**config.mk**
```make
export PLATFORM = sky130hd
export DESIGN_NAME = matc_streamer
export DESIGN_NICKNAME = d
export VERILOG_FILES = /design/src/rtl/matc_streamer.sv
export SDC_FILE = /design/constraint.sdc
export NUM_CORES = 1
export LEC_CHECK = 0
export ABC_AREA = 1
export CORE_UTILIZATION = 30
export CTS_CLUSTER_SIZE = 30
export DETAILED_ROUTE_END_ITERATION = 12
export GPL_TIMING_DRIVEN = 0
export PLACE_DENSITY = 0.48
export SLEW_MARGIN = 0
export SYNTH_ARGS = -nofsm -noshare
export SYNTH_HDL_FRONTEND = slang
export SYNTH_SLANG_ARGS = --single-unit
```
**constraint.sdc**
```tcl
create_clock -name clk -period 4.16 [get_ports clk]
set_input_delay 1.04 -clock clk [delete_from_list [all_inputs] [get_ports clk]]
set_output_delay 1.04 -clock clk [all_outputs]
set_load 0.005 [all_outputs]
```
**src/rtl/matc_streamer.sv**
```systemverilog
// Streams DEPTH signed result words out of a synchronous-read RAM with a valid/ready
// handshake, accumulating a running sum and signed maximum of the accepted words.
module matc_streamer #(
  parameter int DW    = 19,
  parameter int AW    = 6,
  parameter int DEPTH = 64
) (
  input  logic                        clk,
  input  logic                        reset,
  input  logic                        start,
  output logic [AW-1:0]               rd_addr,
  input  logic signed [DW-1:0]        rd_data,
  output logic signed [DW-1:0]        out_data,
  output logic [AW-1:0]               out_addr,
  output logic                        out_valid,
  input  logic                        out_ready,
  output logic                        busy,
  output logic                        done,
  output logic signed [DW+AW-1:0]     sum,
  output logic signed [DW-1:0]        max_val
);

  typedef enum logic [2:0] {IDLE, FETCH, LOAD, SEND, FINISH} state_t;

  localparam logic [AW-1:0] LAST_ADDR = AW'(DEPTH - 1);

  state_t                     state_q, state_d;
  logic [AW-1:0]              cnt_d;
  logic signed [DW-1:0]       out_data_d;
  logic [AW-1:0]              out_addr_d;
  logic                       out_valid_d;
  logic                       busy_d;
  logic                       done_d;
  logic signed [DW+AW-1:0]    sum_d;
  logic signed [DW-1:0]       max_d;
  logic                       first_q, first_d;
  logic                       handshake;

  assign handshake = out_valid && out_ready;

  always_comb begin
    // NOTE: every signal gets its hold value first so no path through the case infers a latch.
    state_d     = state_q;
    cnt_d       = rd_addr;
    out_data_d  = out_data;
    out_addr_d  = out_addr;
    out_valid_d = out_valid;
    sum_d       = sum;
    max_d       = max_val;
    first_d     = first_q;

    unique case (state_q)
      IDLE, FINISH: begin
        if (start) begin
          state_d = FETCH;
          cnt_d   = '0;
          sum_d   = '0;
          max_d   = '0;
          first_d = 1'b1;
        end
      end
      FETCH: state_d = LOAD;
      LOAD: begin
        // rd_data now reflects the address presented during FETCH.
        out_data_d  = rd_data;
        out_addr_d  = rd_addr;
        out_valid_d = 1'b1;
        state_d     = SEND;
      end
      SEND: begin
        if (handshake) begin
          sum_d       = sum + {{AW{out_data[DW-1]}}, out_data};
          if (first_q || (out_data > max_val)) max_d = out_data;
          first_d     = 1'b0;
          out_valid_d = 1'b0;
          if (rd_addr == LAST_ADDR) begin
            state_d = FINISH;
          end else begin
            cnt_d   = rd_addr + 1'b1;
            state_d = FETCH;
          end
        end
      end
      default: state_d = IDLE;
    endcase

    busy_d = (state_d == FETCH) || (state_d == LOAD) || (state_d == SEND);
    done_d = (state_d == FINISH);
  end

  // NOTE: state registers use non-blocking assignments so all flops update from the same pre-edge values.
  always_ff @(posedge clk) begin
    if (reset) begin
      state_q   <= IDLE;
      rd_addr   <= '0;
      out_data  <= '0;
      out_addr  <= '0;
      out_valid <= 1'b0;
      busy      <= 1'b0;
      done      <= 1'b0;
      sum       <= '0;
      max_val   <= '0;
      first_q   <= 1'b0;
    end else begin
      state_q   <= state_d;
      rd_addr   <= cnt_d;
      out_data  <= out_data_d;
      out_addr  <= out_addr_d;
      out_valid <= out_valid_d;
      busy      <= busy_d;
      done      <= done_d;
      sum       <= sum_d;
      max_val   <= max_d;
      first_q   <= first_d;
    end
  end

endmodule

```
==> impl_metrics.csv <==
group,metric,value,unit
synthesis,synth-main-ff-cell,"dfxtp_1",
sta,relSlewSlack,0.508,
synthesis,synth_edf_count,0,
cts,root_buffer,"clkbuf_16",
critical_path,cp.arrival,1.67,ns
sta,max_freq,0.369,GHz
synthesis,yosysTopAreaCell,"dfxtp_1",
place,dp_hpwl,13200,um
global_route,grt_max_degree,13,
cells_and_area,drive_above_1_share,0.0715,
global_route,grt_usage,0.197,
floorplanning,num_rows,47,
cells_and_area,multi_input_area,3040,sq um
drt,wl_per_cell,15.5,um
critical_path,critPathTopFamily,"flip-flops",
cts,cts-resized-gates,0,
drt,drtIter0Drc,261,
drt,drtAntennaViolNets,0,
critical_path,worst-setup-path-type,"reg -> out",
cts,insertion_delay,0.35,ns
cts,clockBufferDepth,2,
sta,fin_skew,0.00860,ns
cts,cts_sinks,82,
sta,tns,0,ns
sta,period_needed,2.71,ns
critical_path,critPathMaxStageDelay,0.70,ns
sta,finalSetupViolCount,0,
cells_and_area,seqCellArea,1640,sq um
critical_path,worst_setup_path_end_kind,"output port",
synthesis,syn_nets,821,
global_route,antenna_found_initial,0,
power_and_ir_drop,leakagePower,2.82,nW
cells_and_area,nets,932,
cts,cts_hold_buf,0,
drt,routed_via_density,4.87,
floorplanning,initial_core_util,0.308,
drt,dr.pass1.iters,4,
synthesis,ys_warn_count,0,
cells_and_area,antennaDiodeCount,0,
cts,cts_setup_buffers,0,
critical_path,cp.depth,1,
synthesis,synth_area_per_cell,6.80,sq um
global_route,grt_first_pass_wirelength,26900,um
cells_and_area,area_delta_synth_final,30.0,%
sta,maxSlewViolCount,0,
critical_path,critPathMaxFanout,11,
drt,drt_wl_total,16800,um
synthesis,synth_seq_cells,82,
hold_path,min_path_type,"reg -> reg",
synthesis,syn_area,5120,sq um
synthesis,synthArstFlopShare,0,
synthesis,ys_types,39,
power_and_ir_drop,vdd_drop_max,190,uV
synthesis,yosysTopAreaCellShare,0.321,
sta,whs,0.481,ns
floorplanning,die-height,133,um
critical_path,reg2reg_slack,1.60,ns
place,portBuffers,100,
sta,worstMarginPinSlew,0.739,ns
synthesis,yosysMostFrequentCell,"nand2_1",
critical_path,critPathRequiredTime,3.12,ns
cts,cts_tree,"built",
critical_path,crit_chain,"clkdlybuf4s50_1",
place,gp_congestion,0.882,
power_and_ir_drop,power.density,351,nW/um^2
cells_and_area,nFillCells,1772,
synthesis,synth.area.top_cells,"dfxtp_1 (32%), nand2_1 (12%), ha_1 (11%), a21oi_1 (9.7%), nor2_1 (7.1%)",
floorplanning,die_area,17600,sq um
cts,clk_pin_slew,0.06,ns
sta,rsz0062_at_grt,"false",
status,status,"complete, no violations",
run,drv_cap,0,
sta,post-route-period-util,0.651,
floorplanning,die_w,133,um
critical_path,cpMaxStageDelayCell,"dfxtp_1",
global_route,grt.overflow.total,0,
synthesis,seq_area_frac_synth,0.321,
floorplanning,io_pins,101,
sta,hold_violations,0,
synthesis,synth_cells,753,
critical_path,critPathLaunchType,"flip-flop",
critical_path,cp.buffers_inverters,1,
hold_path,whs_path_depth,2,
cts,htree_levels,3,
global_route,grt_pass1_vias,5124,
cts,cts-buffers-inserted,9,
floorplanning,core-area,16600,sq um
drt,num_vias,5290,
critical_path,r2r_cells,13,
drt,drc,0,
synthesis,synthTopCellsByCount,"nand2_1 (168), a21oi_1 (99), nor2_1 (97)",
layout make-up:
| type | count | share of cell area |
|---|---|---|
| Multi-Input combinational cell | 573 | 0.457 |
| Buffer | 25 | 0.0242 |
| Timing Repair Buffer | 100 | 0.150 |
| Inverter | 73 | 0.0412 |
| Tap cell | 220 | 0.0413 |
| Clock inverter | 3 | 0.00263 |
| Clock buffer | 11 | 0.0365 |
| Sequential cell | 82 | 0.247 |
sequential cells by signal, summed over array words and instances, names as in the netlist:
name       cells
done           1
out_addr       6
state_q        3
sum           25
out_data      19
first_q        1
max_val       19
rd_addr        6
out_valid      1
busy           1
worst paths after layout:
check                                   from      endpoint
worst max-delay path            out_data[18]  out_data[18]
worst max register to register  out_data[18]   max_val[17]
worst min register to register       first_q       first_q
worst min-delay path                 first_q       first_q
logic make-up (layout without fill, tap and decap cells):
kind of cell,Yosys count,in the layout,share of synthesized area
compound gates,164,164,0.165
xor+xnor,1,1,0.00171
fa+ha+maj,45,45,0.111
buf+inv,98,212,0.0850
flops,82,82,0.321
simple gates,363,363,0.317
through the flow:
stage / worst slack [ns] / utilization / instance area (sq um) / cells / power [W]
2_1_floorplan: 2.16 / - / 5120 / 753 / 0.00133
3_3_place_gp: 1.31 / 0.384 / 6400 / 1073 / 0.00161
3_5_place_dp: 1.32 / 0.384 / 6400 / 1073 / 0.00162
4_1_cts: 1.42 / 0.400 / 6660 / 1087 / 0.00237
5_1_grt: 1.35 / 0.400 / 6660 / 1087 / 0.00250
6_report: 1.45 / 0.400 / 6660 / 1087 / 0.00233
power breakdown:
| group | internal [W] | switching (W) | leakage, nW |
|---|---|---|---|
| combinational | 0.000300 | 0.000363 | 2.02 |
| clock | 0.000412 | 0.000327 | 0.127 |
| sequential | 0.000852 | 0.0000808 | 0.669 |
routing by layer:
layer / vias up / GRT usage / wire length, um
li1: 2718 / - / -
met1: 2471 / 0.263 / 8330
met2: 88 / 0.326 / 7750
met3: 13 / 0.0341 / 569
met4: 0 / 0.0492 / 159
met5: - / 0 / 0
cells in the final DEF, fill, tap and decap left out, types with 4 or more instances in the layout:
cell type	Yosys	routed
nor3_1	9	9
nand3_1	42	42
clkbuf_1	12	13
nand2_1	168	168
buf_6	4	4
a21oi_1	99	99
buf_2	4	4
o21ai_0	54	54
nand3_2	13	13
dfxtp_1	82	82
nand2_2	5	5
ha_1	44	44
inv_1	68	68
or2_2	8	8
clkbuf_16	0	9
nor2_1	97	97
nor4_1	4	4
nand4_1	6	6
clkdlybuf4s50_1	0	100
Power figures use the tool's default switching activity.
